**config.mk**
```make
export PLATFORM = sky130hd
export DESIGN_NAME = rap_reg_arbiter_flat
export DESIGN_NICKNAME = d
export VERILOG_FILES = /design/src/rtl/rap_reg_pkg.sv /design/src/rtl/rap_reg_arbiter_if.sv /design/src/rtl/rap_rr_arb2.sv /design/src/rtl/rap_reg_arbiter.sv /design/src/flat_wrapper.sv
export SDC_FILE = /design/constraint.sdc
export NUM_CORES = 1
export LEC_CHECK = 0
export CELL_PAD_IN_SITES_DETAIL_PLACEMENT = 0
export CELL_PAD_IN_SITES_GLOBAL_PLACEMENT = 1
export CORE_MARGIN = 2
export CORE_UTILIZATION = 30
export DETAILED_ROUTE_END_ITERATION = 12
export PLACE_DENSITY_LB_ADDON = 0.15
export SLEW_MARGIN = 40
export SYNTH_ARGS = -nofsm -noshare
export SYNTH_HDL_FRONTEND = slang
export SYNTH_SLANG_ARGS = --single-unit
export TNS_END_PERCENT = 1
```
**constraint.sdc**
```tcl
create_clock -name wb_clk_i -period 2.35 [get_ports wb_clk_i]
set_clock_uncertainty 0.05 [all_clocks]
set_input_delay 0.47 -clock wb_clk_i [delete_from_list [all_inputs] [get_ports wb_clk_i]]
set_output_delay 0.47 -clock wb_clk_i [all_outputs]
set_load 0.03 [all_outputs]
```
**src/rtl/rap_reg_pkg.sv**
```systemverilog
// Shared types and defaults for the rapcores register-port arbiter.
package rap_reg_pkg;

  localparam int unsigned ADDR_W_DEF  = 8;
  localparam logic [31:0] WB_BASE_DEF = 32'h3000_0000;
  localparam logic [31:0] WB_MASK_DEF = 32'hFFFF_FC00;

  // Requester bit positions in the arbiter request/grant vectors.
  localparam int unsigned REQ_WB  = 0;
  localparam int unsigned REQ_SPI = 1;

  typedef enum logic [1:0] {
    ST_IDLE  = 2'd0,
    ST_ISSUE = 2'd1,
    ST_WAIT  = 2'd2,
    ST_RESP  = 2'd3
  } state_e;

  typedef enum logic {
    GNT_WB  = 1'b0,
    GNT_SPI = 1'b1
  } gnt_e;

  // True when a Wishbone byte address falls inside the register window.
  function automatic logic wb_in_window(input logic [31:0] adr,
                                        input logic [31:0] base,
                                        input logic [31:0] mask);
    return (adr & mask) == base;
  endfunction

endpackage

```
**src/rtl/rap_reg_arbiter_if.sv**
```systemverilog
// Wishbone slave bus bundle between the user_project_wrapper pins and the arbiter.
interface rap_reg_arbiter_if;

  logic        wbs_cyc_i;
  logic        wbs_stb_i;
  logic        wbs_we_i;
  logic [3:0]  wbs_sel_i;
  logic [31:0] wbs_adr_i;
  logic [31:0] wbs_dat_i;
  logic        wbs_ack_o;
  logic [31:0] wbs_dat_o;

  modport slave (
    input  wbs_cyc_i, wbs_stb_i, wbs_we_i, wbs_sel_i, wbs_adr_i, wbs_dat_i,
    output wbs_ack_o, wbs_dat_o
  );

  modport master (
    output wbs_cyc_i, wbs_stb_i, wbs_we_i, wbs_sel_i, wbs_adr_i, wbs_dat_i,
    input  wbs_ack_o, wbs_dat_o
  );

endinterface

```
**src/rtl/rap_rr_arb2.sv**
```systemverilog
// Two-way round-robin arbiter: a lone requester wins, a tie goes to the side
// that was not granted last. The last-grant record advances on update.
module rap_rr_arb2
  import rap_reg_pkg::*;
(
  input  logic       clk,
  input  logic       rst_n,
  input  logic [1:0] req,
  input  logic       update,
  output logic [1:0] gnt
);

  gnt_e last_q, last_d;

  // Grant decode from current requests and the last-grant record.
  always_comb begin
    gnt = req;
    if (req == 2'b11) begin
      gnt = (last_q == GNT_WB) ? 2'b10 : 2'b01;
    end
  end

  // Remember who was served so the next tie flips to the other side.
  always_comb begin
    last_d = last_q;
    if (update && (gnt != 2'b00)) begin
      last_d = gnt[REQ_SPI] ? GNT_SPI : GNT_WB;
    end
  end

  // Last-grant register; starts as SPI so Wishbone wins the first tie.
  always_ff @(posedge clk or negedge rst_n) begin
    if (!rst_n) last_q <= GNT_SPI;
    else        last_q <= last_d;
  end

endmodule

```
**src/rtl/rap_reg_arbiter.sv**
```systemverilog
// Shares the rapcores register-file port between the Wishbone slave and the
// SPI command decoder. Each access runs IDLE -> ISSUE -> (WAIT) -> RESP;
// Wishbone accesses outside the window are answered locally with zero data.
module rap_reg_arbiter
  import rap_reg_pkg::*;
#(
  parameter int unsigned ADDR_W     = ADDR_W_DEF,
  parameter int unsigned DATA_W     = 32,
  parameter logic [31:0] WB_BASE    = WB_BASE_DEF,
  parameter logic [31:0] WB_MASK    = WB_MASK_DEF,
  parameter int unsigned RD_LATENCY = 1   // 1..4
) (
  input  logic              wb_clk_i,
  input  logic              wb_rst_n,
  rap_reg_arbiter_if.slave  wb,
  input  logic              spi_req,
  input  logic              spi_we,
  input  logic [ADDR_W-1:0] spi_addr,
  input  logic [DATA_W-1:0] spi_wdata,
  output logic              spi_ack,
  output logic [DATA_W-1:0] spi_rdata,
  output logic              reg_en,
  output logic              reg_we,
  output logic [3:0]        reg_be,
  output logic [ADDR_W-1:0] reg_addr,
  output logic [DATA_W-1:0] reg_wdata,
  input  logic [DATA_W-1:0] reg_rdata,
  output logic              busy
);

  // WAIT counts down from here; zero means reg_rdata is valid this cycle.
  localparam logic [1:0] CNT_INIT = 2'(RD_LATENCY - 1);

  state_e            state_q, state_d;
  logic [1:0]        cnt_q, cnt_d;
  gnt_e              src_q, src_d;
  logic              reg_en_q, reg_en_d;
  logic              reg_we_q, reg_we_d;
  logic [3:0]        reg_be_q, reg_be_d;
  logic [ADDR_W-1:0] reg_addr_q, reg_addr_d;
  logic [DATA_W-1:0] reg_wdata_q, reg_wdata_d;
  logic              wb_ack_q, wb_ack_d;
  logic [31:0]       wb_dat_q, wb_dat_d;
  logic              spi_ack_q, spi_ack_d;
  logic [DATA_W-1:0] spi_rdata_q, spi_rdata_d;
  logic              busy_q, busy_d;

  logic              wb_req;
  logic              wb_hit;
  logic [1:0]        req;
  logic [1:0]        gnt;
  logic              arb_update;
  logic              resp_go;
  logic [DATA_W-1:0] resp_data;

  assign wb_req     = wb.wbs_cyc_i & wb.wbs_stb_i;
  assign wb_hit     = wb_in_window(wb.wbs_adr_i, WB_BASE, WB_MASK);
  assign req        = {spi_req, wb_req};
  // Requests are only considered in IDLE, so a held request is never accepted twice.
  assign arb_update = (state_q == ST_IDLE);

  rap_rr_arb2 u_arb (
    .clk    (wb_clk_i),
    .rst_n  (wb_rst_n),
    .req    (req),
    .update (arb_update),
    .gnt    (gnt)
  );

  // Access sequencer: next state, latched access fields and response data.
  always_comb begin
    state_d     = state_q;
    cnt_d       = cnt_q;
    src_d       = src_q;
    reg_en_d    = 1'b0;
    reg_we_d    = reg_we_q;
    reg_be_d    = reg_be_q;
    reg_addr_d  = reg_addr_q;
    reg_wdata_d = reg_wdata_q;
    wb_ack_d    = 1'b0;
    wb_dat_d    = wb_dat_q;
    spi_ack_d   = 1'b0;
    spi_rdata_d = spi_rdata_q;
    resp_go     = 1'b0;
    resp_data   = '0;

    case (state_q)
      ST_IDLE: begin
        if (gnt[REQ_WB]) begin
          src_d = GNT_WB;
          if (wb_hit) begin
            reg_en_d    = 1'b1;
            reg_we_d    = wb.wbs_we_i;
            reg_be_d    = wb.wbs_sel_i;
            reg_addr_d  = wb.wbs_adr_i[ADDR_W+1:2];
            reg_wdata_d = DATA_W'(wb.wbs_dat_i);
            state_d     = ST_ISSUE;
          end else begin
            // Out of window: answer at once with zero so the bus never hangs.
            resp_go = 1'b1;
            state_d = ST_RESP;
          end
        end else if (gnt[REQ_SPI]) begin
          src_d       = GNT_SPI;
          reg_en_d    = 1'b1;
          reg_we_d    = spi_we;
          reg_be_d    = 4'hF;
          reg_addr_d  = spi_addr;
          reg_wdata_d = spi_wdata;
          state_d     = ST_ISSUE;
        end
      end
      ST_ISSUE: begin
        if (reg_we_q) begin
          resp_go = 1'b1;
          state_d = ST_RESP;
        end else begin
          cnt_d   = CNT_INIT;
          state_d = ST_WAIT;
        end
      end
      ST_WAIT: begin
        if (cnt_q == 2'd0) begin
          resp_go   = 1'b1;
          resp_data = reg_rdata;
          state_d   = ST_RESP;
        end else begin
          cnt_d = cnt_q - 2'd1;
        end
      end
      ST_RESP: begin
        state_d = ST_IDLE;
      end
      default: begin
        state_d = ST_IDLE;
      end
    endcase

    // Route the completion to whichever side owns this access.
    if (resp_go) begin
      if (src_d == GNT_WB) begin
        wb_ack_d = 1'b1;
        wb_dat_d = 32'(resp_data);
      end else begin
        spi_ack_d   = 1'b1;
        spi_rdata_d = resp_data;
      end
    end

    busy_d = (state_d != ST_IDLE);
  end

  // State and output registers; reset aborts any access in flight.
  always_ff @(posedge wb_clk_i or negedge wb_rst_n) begin
    if (!wb_rst_n) begin
      state_q     <= ST_IDLE;
      cnt_q       <= 2'd0;
      src_q       <= GNT_WB;
      reg_en_q    <= 1'b0;
      reg_we_q    <= 1'b0;
      reg_be_q    <= 4'h0;
      reg_addr_q  <= '0;
      reg_wdata_q <= '0;
      wb_ack_q    <= 1'b0;
      wb_dat_q    <= '0;
      spi_ack_q   <= 1'b0;
      spi_rdata_q <= '0;
      busy_q      <= 1'b0;
    end else begin
      state_q     <= state_d;
      cnt_q       <= cnt_d;
      src_q       <= src_d;
      reg_en_q    <= reg_en_d;
      reg_we_q    <= reg_we_d;
      reg_be_q    <= reg_be_d;
      reg_addr_q  <= reg_addr_d;
      reg_wdata_q <= reg_wdata_d;
      wb_ack_q    <= wb_ack_d;
      wb_dat_q    <= wb_dat_d;
      spi_ack_q   <= spi_ack_d;
      spi_rdata_q <= spi_rdata_d;
      busy_q      <= busy_d;
    end
  end

  // A master that drops cyc during RESP has abandoned the cycle: no ack.
  assign wb.wbs_ack_o = wb_ack_q & wb.wbs_cyc_i;
  assign wb.wbs_dat_o = wb_dat_q;
  assign spi_ack      = spi_ack_q;
  assign spi_rdata    = spi_rdata_q;
  assign reg_en       = reg_en_q;
  assign reg_we       = reg_we_q;
  assign reg_be       = reg_be_q;
  assign reg_addr     = reg_addr_q;
  assign reg_wdata    = reg_wdata_q;
  assign busy         = busy_q;

endmodule

```
**src/flat_wrapper.sv**
```systemverilog
// flat-port wrapper written by rule: the top's interface ports become plain ports
module rap_reg_arbiter_flat import rap_reg_pkg::*;
#(
  parameter int unsigned ADDR_W     = ADDR_W_DEF,
  parameter int unsigned DATA_W     = 32,
  parameter logic [31:0] WB_BASE    = WB_BASE_DEF,
  parameter logic [31:0] WB_MASK    = WB_MASK_DEF,
  parameter int unsigned RD_LATENCY = 1          
)
  (wb_clk_i, wb_rst_n, spi_req, spi_we, spi_addr, spi_wdata, spi_ack, spi_rdata, reg_en, reg_we, reg_be, reg_addr, reg_wdata, reg_rdata, busy, wb_wbs_cyc_i, wb_wbs_stb_i, wb_wbs_we_i, wb_wbs_sel_i, wb_wbs_adr_i, wb_wbs_dat_i, wb_wbs_ack_o, wb_wbs_dat_o);
  rap_reg_arbiter_if wb_i ();
  input  logic wb_clk_i;
  input  logic wb_rst_n;
  input  logic spi_req;
  input  logic spi_we;
  input  logic [ADDR_W-1:0] spi_addr;
  input  logic [DATA_W-1:0] spi_wdata;
  output logic spi_ack;
  output logic [DATA_W-1:0] spi_rdata;
  output logic reg_en;
  output logic reg_we;
  output logic [3:0] reg_be;
  output logic [ADDR_W-1:0] reg_addr;
  output logic [DATA_W-1:0] reg_wdata;
  input  logic [DATA_W-1:0] reg_rdata;
  output logic busy;
  input wire logic [$bits(wb_i.wbs_cyc_i)-1:0] wb_wbs_cyc_i;
  input wire logic [$bits(wb_i.wbs_stb_i)-1:0] wb_wbs_stb_i;
  input wire logic [$bits(wb_i.wbs_we_i)-1:0] wb_wbs_we_i;
  input wire logic [$bits(wb_i.wbs_sel_i)-1:0] wb_wbs_sel_i;
  input wire logic [$bits(wb_i.wbs_adr_i)-1:0] wb_wbs_adr_i;
  input wire logic [$bits(wb_i.wbs_dat_i)-1:0] wb_wbs_dat_i;
  output wire logic [$bits(wb_i.wbs_ack_o)-1:0] wb_wbs_ack_o;
  output wire logic [$bits(wb_i.wbs_dat_o)-1:0] wb_wbs_dat_o;
  assign wb_i.wbs_cyc_i = wb_wbs_cyc_i;
  assign wb_i.wbs_stb_i = wb_wbs_stb_i;
  assign wb_i.wbs_we_i = wb_wbs_we_i;
  assign wb_i.wbs_sel_i = wb_wbs_sel_i;
  assign wb_i.wbs_adr_i = wb_wbs_adr_i;
  assign wb_i.wbs_dat_i = wb_wbs_dat_i;
  assign wb_wbs_ack_o = wb_i.wbs_ack_o;
  assign wb_wbs_dat_o = wb_i.wbs_dat_o;
  rap_reg_arbiter #(.ADDR_W(ADDR_W), .DATA_W(DATA_W), .WB_BASE(WB_BASE), .WB_MASK(WB_MASK), .RD_LATENCY(RD_LATENCY)) u_core (.wb_clk_i(wb_clk_i), .wb_rst_n(wb_rst_n), .wb(wb_i), .spi_req(spi_req), .spi_we(spi_we), .spi_addr(spi_addr), .spi_wdata(spi_wdata), .spi_ack(spi_ack), .spi_rdata(spi_rdata), .reg_en(reg_en), .reg_we(reg_we), .reg_be(reg_be), .reg_addr(reg_addr), .reg_wdata(reg_wdata), .reg_rdata(reg_rdata), .busy(busy));
endmodule
```
* After elaboration in Yosys (flattened, before gate mapping)
Cells that the tools add are included.
Storage, ports and cells: logic and storage cells 77, memory bits (read-only) 0, bits in registers 119, latch bits 0, RAM bits 0, memories 0
Cells by class: $mul 0, reductions and logical operators 10, bitwise operators 3, shift-type cells 0, eq/ne operators 8, div/mod/pow operators 0, magnitude comparators 0, mux-type cells 41, $add $sub $neg 1
Operators by type and width (number):
- $mux W32 | 5
- $mux W8 | 3
- $eq A22 B20 Y1 const B | 1
- $mux W1 | 19
- $mux W2 | 8
- $mux W4 | 3
- $pmux W2 S4 | 1
- $eq A2 B2 Y1 const B | 3
- $reduce_and A3 Y1 | 2
- $reduce_bool A2 Y1 | 3
- $logic_not A2 Y1 | 2
- $ne A2 B2 Y1 const B | 2
- $pmux W2 S2 | 1
- $reduce_and A2 Y1 | 2
- $pmux W1 S3 | 1
- $and A1 B1 Y1 | 2
- $eq A2 B1 Y1 const B | 1
- $ne A2 B1 Y1 const B | 1
- $sub A2 B1 Y2 const B | 1
- $logic_and A1 B1 Y1 | 1
- $not A1 Y1 | 1

* Depth between registers and ports, before layout
Gate-level depths: netlist (run 1).
word-level depth 8, mapped depth 9, gate-level depth less buffers 6

* Hierarchy
A second synthesis (run 1) with hierarchy kept.
Second synthesis, totals: cell total of the unflattened synthesis 479, area, all modules 5418.9 sq um
By module, submodules not included:
- rap_reg_arbiter | cells an instance 473, instances 1, area an instance 5362.6 sq um
- rap_rr_arb2 | cells an instance 6, instances 1, area an instance 56.3 sq um

* Worst setup path after synthesis (run 1)
Ideal clock, no wire load.
path type reg2reg, start register u_core.state_q[0], end register u_core.wb_dat_q[10], in the netlist u_core.wb.wbs_dat_o[10], required time 2.178 ns, arrival time 1.888 ns, setup time 0.122 ns, period minus slack after synthesis 2.060 ns, cell stages (with the launch flop) 9, slack 0.290 ns, buffers on the path 2, path through dfrtp_1 inv_1 ha_1 buf_4 nand3_1 a221oi_4 o311ai_4 buf_2 a32o_1
Between the ends: longest elaborated chain between the ends 4
RTL lines:
- from (decl) | line rap_reg_arbiter.sv:34 | state_e state_q, state_d;
- from (signal assigned) | line rap_reg_arbiter.sv:170 | state_q <= state_d;
- branches (longest 4 deep; another with $pmux W1 S3)
- to (signal assigned) | line rap_reg_arbiter.sv:179 | wb_dat_q <= wb_dat_d;
- to (decl) | line rap_reg_arbiter.sv:43 | logic [31:0] wb_dat_q, wb_dat_d;
Parallel ways; which one is timed is not known. A chain may end at the register's enable or synchronous reset.

* Worst setup path in the final report (run 1)
Ends and elaborated chain as after synthesis.

==> results of run 1 <==
==> state kept, by name, indices dropped and copies added, names as in the netlist <==
| signal | count |
|---|---|
| u_core.src_q | 1 |
| u_core.state_q | 2 |
| u_core.cnt_q | 2 |
| u_core.spi_ack | 1 |
| u_core.spi_rdata | 32 |
| u_core.reg_wdata | 32 |
| u_core.wb.wbs_dat_o | 32 |
| u_core.wb_ack_q | 1 |
| u_core.reg_be | 4 |
| u_core.busy | 1 |
| u_core.reg_addr | 8 |
| u_core.reg_we | 1 |
| u_core.reg_en | 1 |
| u_core.u_arb.last_q | 1 |
==> routing by layer <==
layer / share of wire, % / routed length, microns / GRT usage (%)
met1: 42 / 7490 / 22.7
met2: 49 / 8900 / 31.1
met3: 7.0 / 1250 / 5.51
met4: 1.9 / 343 / 6.70
met5: 0 / 0 / 0
==> layout make-up <==
| class | instances | area [sq um] |
|---|---|---|
| Sequential cell | 119 | 2980 |
| Clock buffer | 17 | 425 |
| Multi-Input combinational cell | 334 | 2260 |
| Timing Repair Buffer | 289 | 2910 |
| Tap cell | 229 | 287 |
| Fill cell | 1622 | 8880 |
| Clock inverter | 15 | 194 |
| Inverter | 7 | 26.3 |
==> cells in the final DEF, fill, tap and decap left out, drive strengths merged, types with 3 or more instances in the layout <==
master / synthesis / layout
clkdlybuf4s50: 0 / 255
dfrtp: 118 / 118
nand2: 72 / 72
o21ai: 36 / 36
buf: 16 / 33
a32o: 32 / 32
o22a: 26 / 26
a21oi: 23 / 23
nor3: 22 / 22
a31oi: 22 / 22
or3: 19 / 19
o32ai: 19 / 19
a2bb2oi: 19 / 19
clkbuf: 39 / 17
inv: 7 / 13
nor2: 7 / 7
ha: 5 / 5
and2: 5 / 5
clkinv: 0 / 4
nor4: 4 / 4
nand3: 3 / 3
bufinv: 0 / 3
==> critical path, stage by stage, from the launching register on <==
cell and delay [ns]:
sky130_fd_sc_hd__dfrtp_1 0.41, sky130_fd_sc_hd__inv_1 0.11, sky130_fd_sc_hd__ha_1 0.27, sky130_fd_sc_hd__nand3_1 0.18, sky130_fd_sc_hd__a221oi_4 0.38, sky130_fd_sc_hd__buf_4 0.42
sky130_fd_sc_hd__a32o_1 0.25
==> through the flow <==
| stage | instances | hold WS (ns) | total power, uW | util [%] | setup WS, ns |
|---|---|---|---|---|---|
| after CTS | 1010 | 0.443 | 12000 | 50.5 | 0.164 |
| after global placement | 977 | 0.402 | 9110 | 47.0 | -0.0845 |
| final | 1010 | 0.439 | 11800 | 50.5 | 0.181 |
| after detailed placement | 977 | 0.401 | 9210 | 47.0 | -0.157 |
| after floorplan | 515 | 0.124 | 6680 | - | 0.290 |
| after global routing | 1010 | 0.464 | 12500 | 50.5 | 0.0163 |
==> worst max-delay path by stage <==
stage,from,endpoint,slack [ns],cells after the start
floorplan,u_core.state_q[0],u_core.wb.wbs_dat_o[10],0.29,8
finish,u_core.state_q[0],u_core.wb.wbs_dat_o[10],0.18,6
global route,u_core.state_q[0],u_core.wb.wbs_dat_o[10],0.02,6
CTS,u_core.state_q[0],u_core.wb.wbs_dat_o[10],0.16,6
detailed placement,wb_wbs_cyc_i,u_core.wb.wbs_dat_o[10],-0.16,5
global placement,wb_wbs_adr_i[22],u_core.reg_addr[2],-0.08,6
==> power groups by stage <==
stage / clock, uW / sequential (uW) / combinational, uW
floorplan: 0 / 4710 / 1970
global placement: 0 / 3310 / 5800
detailed placement: 0 / 3330 / 5880
CTS: 2780 / 3320 / 5890
global route: 2890 / 3400 / 6200
finish: 2730 / 3300 / 5810
==> cell families (layout without fill, tap and decap cells) <==
logic type | Yosys count | after routing
compound gates | 188 | 188
fa+ha+maj | 5 | 5
buf+inv | 62 | 328
flops | 119 | 119
mux | 1 | 1
simple gates | 140 | 140
==> what timing repair did <==
item | in CTS | in global routing
hold buffers | 1 | 0
buffers inserted | 0 | 0
hold endpoints to repair | 30 | 0
==> results.md, run 1 <==
Synthesis:
- The biggest area contributor in the post-synthesis netlist is sky130_fd_sc_hd__dfrtp_1.
- After synthesis, the netlist uses 44 different library cells.
- The synthesis-stage register bit count is 119.
- Summing the areas of all xor and xnor instances in the mapped netlist gives 0% of the synthesized area.
- Ranked by total cell area, the synthesized netlist is headed by sky130_fd_sc_hd__dfrtp_1 (54%), sky130_fd_sc_hd__a32o_1 (5.8%), sky130_fd_sc_hd__nand2_1 (4.9%).
- Ranked by instance count, the synthesized netlist is headed by sky130_fd_sc_hd__dfrtp_1 (118), sky130_fd_sc_hd__nand2_1 (72), sky130_fd_sc_hd__clkbuf_1 (39).
- The share of synthesized area occupied by flip-flops and latches is 54.1%.
- The most common cell in the synthesized netlist is sky130_fd_sc_hd__dfrtp_1.
- The compound-cell area share of the yosys netlist is 26.4%.
- A synthesized cell averages 10.7 sq um.
- The synthesized design devotes to its leading area cell type 53.7% of total area.
- After synthesis, the largest family of logic cells by area is compound AO/OA/AOI/OAI gates.
- The synthesized netlist devotes 13.0% of its cell area to simple gates.
- The proportion of register bits with asynchronous set or reset after synthesis is 100%.
- Multiplexer cells account for 0.205% of the synthesized area.
- Counting every net in the synthesized netlist gives 667.
- The number of enable flip-flop cells after synthesis is 0.
- The synthesized netlist devotes 1.14% of its cell area to adder and majority cells.
- For this run, the number of Yosys warnings is 0.
- Summing every instance area after synthesis gives 0.00550 sq mm.
- The prevailing post-synth register cell is sky130_fd_sc_hd__dfrtp_1.
- The cell count after synthesis came out at 515.

Routing:
- The total iterations of the first detailed-routing run is 5.
- After detailed routing, the number of remaining DRC violations is 0.
- The number of violations reported at the end of detailed-routing iteration 0 is 172.
- The final routed wire length divided by cell count is 17.8 microns.
- The number of routed nets with antenna violations is 0.
- Dividing the detail-routed via count by the number of cells gives 5.23.
- The final layout contains routed wiring with a total length of 18,000 microns.
- The routed layout has 5,285 vias.

Job:
- The number of max-cap violations is 0.

Pwr:
- Per report_power, the combinational group accounts for 49.1% of the total.
- The internal power of the cells is 7060 uW.
- The clock share of power is 23.0%.
- The total power density per cell area is 1310 mW/mm^2.
- VDD sags by at most 0.000560 V.
- The total net switching power is 4790 uW.
- The switching part of the total power is 40.5%.
- The share of power burned in registers is 27.9%.
- The standby leakage power is 0.00356 uW.

Timing:
- At the pin with the least slew margin, the transition time is 0.440 ns.
- Derived from the worst setup path, the maximum achievable clock frequency is 461 MHz.
- Setup repair after global routing left no endpoint under its margin.
- The final hold violation count is 0.
- The number of failing setup endpoints in the final timing report is 0.
- Summed over all failing endpoints, the final setup total negative slack is 0 ns.
- The number of max-slew violations in the final report is 0.
- The period utilization is 92.3%.
- The time the worst path needs with I/O delays and setup is 2.17 ns.
- The worst slew slack as a fraction of its limit is 70.7%.

CTS:
- Clock latency on the worst-skew pair, taken at its later pin, is 0.41 ns.
- Clock tree synthesis inserted a total of 17 buffers.
- The number of H-tree branching levels is 4.
- The maximum count of clock buffers along a single path is 2.
- After clock tree synthesis, the repair step resized 0 gates.
- TritonCTS built the clock tree.
- The clock transition at the registers of the reported paths is 0.06 ns.
- Counting every sink on the clock net gives 119.
- The root buffer cell is sky130_fd_sc_hd__clkbuf_16.

Placed design:
- Routability-driven placement finished with a final weighted congestion of 0.815.
- The count of buffers added on input and output ports is 257.
- The wire-length estimate of the detail-placed layout is 12,800 microns.
- The placed instances occupy a cell area of 0.00845 sq mm.

Floorplanning:
- The count of boundary I/O pins is 260.
- The die is 139 microns tall.
- The region available for standard cell placement spans 0.0180 sq mm.
- The initial utilization of the core area, before any placement, comes to 30.6%.
- The floorplan die width is 139 microns.
- The floorplan die area is 0.0194 sq mm.
- The floorplan has 49 rows.

Setup path:
- The worst setup path is captured at a register.
- The endpoint identified for the worst register-to-register timing path is u_core.wb.wbs_dat_o[10].
- The critical path is of the register to register type.
- The arrival time of the worst setup path is 2.46 ns.
- Across all register-to-register paths, the minimum setup slack is 0.18 ns.
- Along the worst path, the maximum fanout reaches 32.
- The reg-to-reg critical path startpoint is u_core.state_q[0].
- The data required time at the worst endpoint is 2.64 ns.
- The startpoint type of the worst setup path is a register.
- For the worst flop-to-flop path, the logic depth is 6.

GRT:
- Entering global routing, the biggest net connects 69 pins.
- Summed over all layers, the global routing overflow is 0.
- The number of global-route vias before repair is 5,538.
- The number of antenna violations at the first check in global routing is 0.
- Across every metal layer, demand over resource in global routing totals 18.6%.
- The first global-routing pass estimated 28,900 microns of wire.

Hold path:
- The type of the worst min-delay path is register to register.
- In this run the most critical hold path is launched from u_core.spi_rdata[6].
- The worst hold path was traced through 2 stages.
- The hold-critical path endpoint is u_core.spi_rdata[6].

Layout:
- At the end of the flow, the number of nets in the layout was 920.
- The area of all placed cells without fillers is 0.00908 sq mm.
- From synthesis to final layout, the design area changed by 65.0%.
- The layout cell share with drive strength beyond 1 is 10.8%.
- The repair_antennas step left the layout with diodes totalling 0.

Outcome:
- The flow ran to the end, and the final reports show no timing, DRC or antenna violations.
Power figures use the tool's default switching activity.
==> run 2: changes to the inputs <==
--- a/config.mk
+++ b/config.mk
@@ -5,11 +5,13 @@
 export SDC_FILE = /design/constraint.sdc
 export NUM_CORES = 1
 export LEC_CHECK = 0
+export ABC_CLOCK_PERIOD_IN_PS = 2350
 export CELL_PAD_IN_SITES_DETAIL_PLACEMENT = 0
 export CELL_PAD_IN_SITES_GLOBAL_PLACEMENT = 1
 export CORE_MARGIN = 2
 export CORE_UTILIZATION = 30
 export DETAILED_ROUTE_END_ITERATION = 12
+export GPL_ROUTABILITY_DRIVEN = 0
 export PLACE_DENSITY_LB_ADDON = 0.15
 export SLEW_MARGIN = 40
 export SYNTH_ARGS = -nofsm -noshare
==> results of run 2 <==
The final DEF is identical to that of run 1; final timing and power are the same.
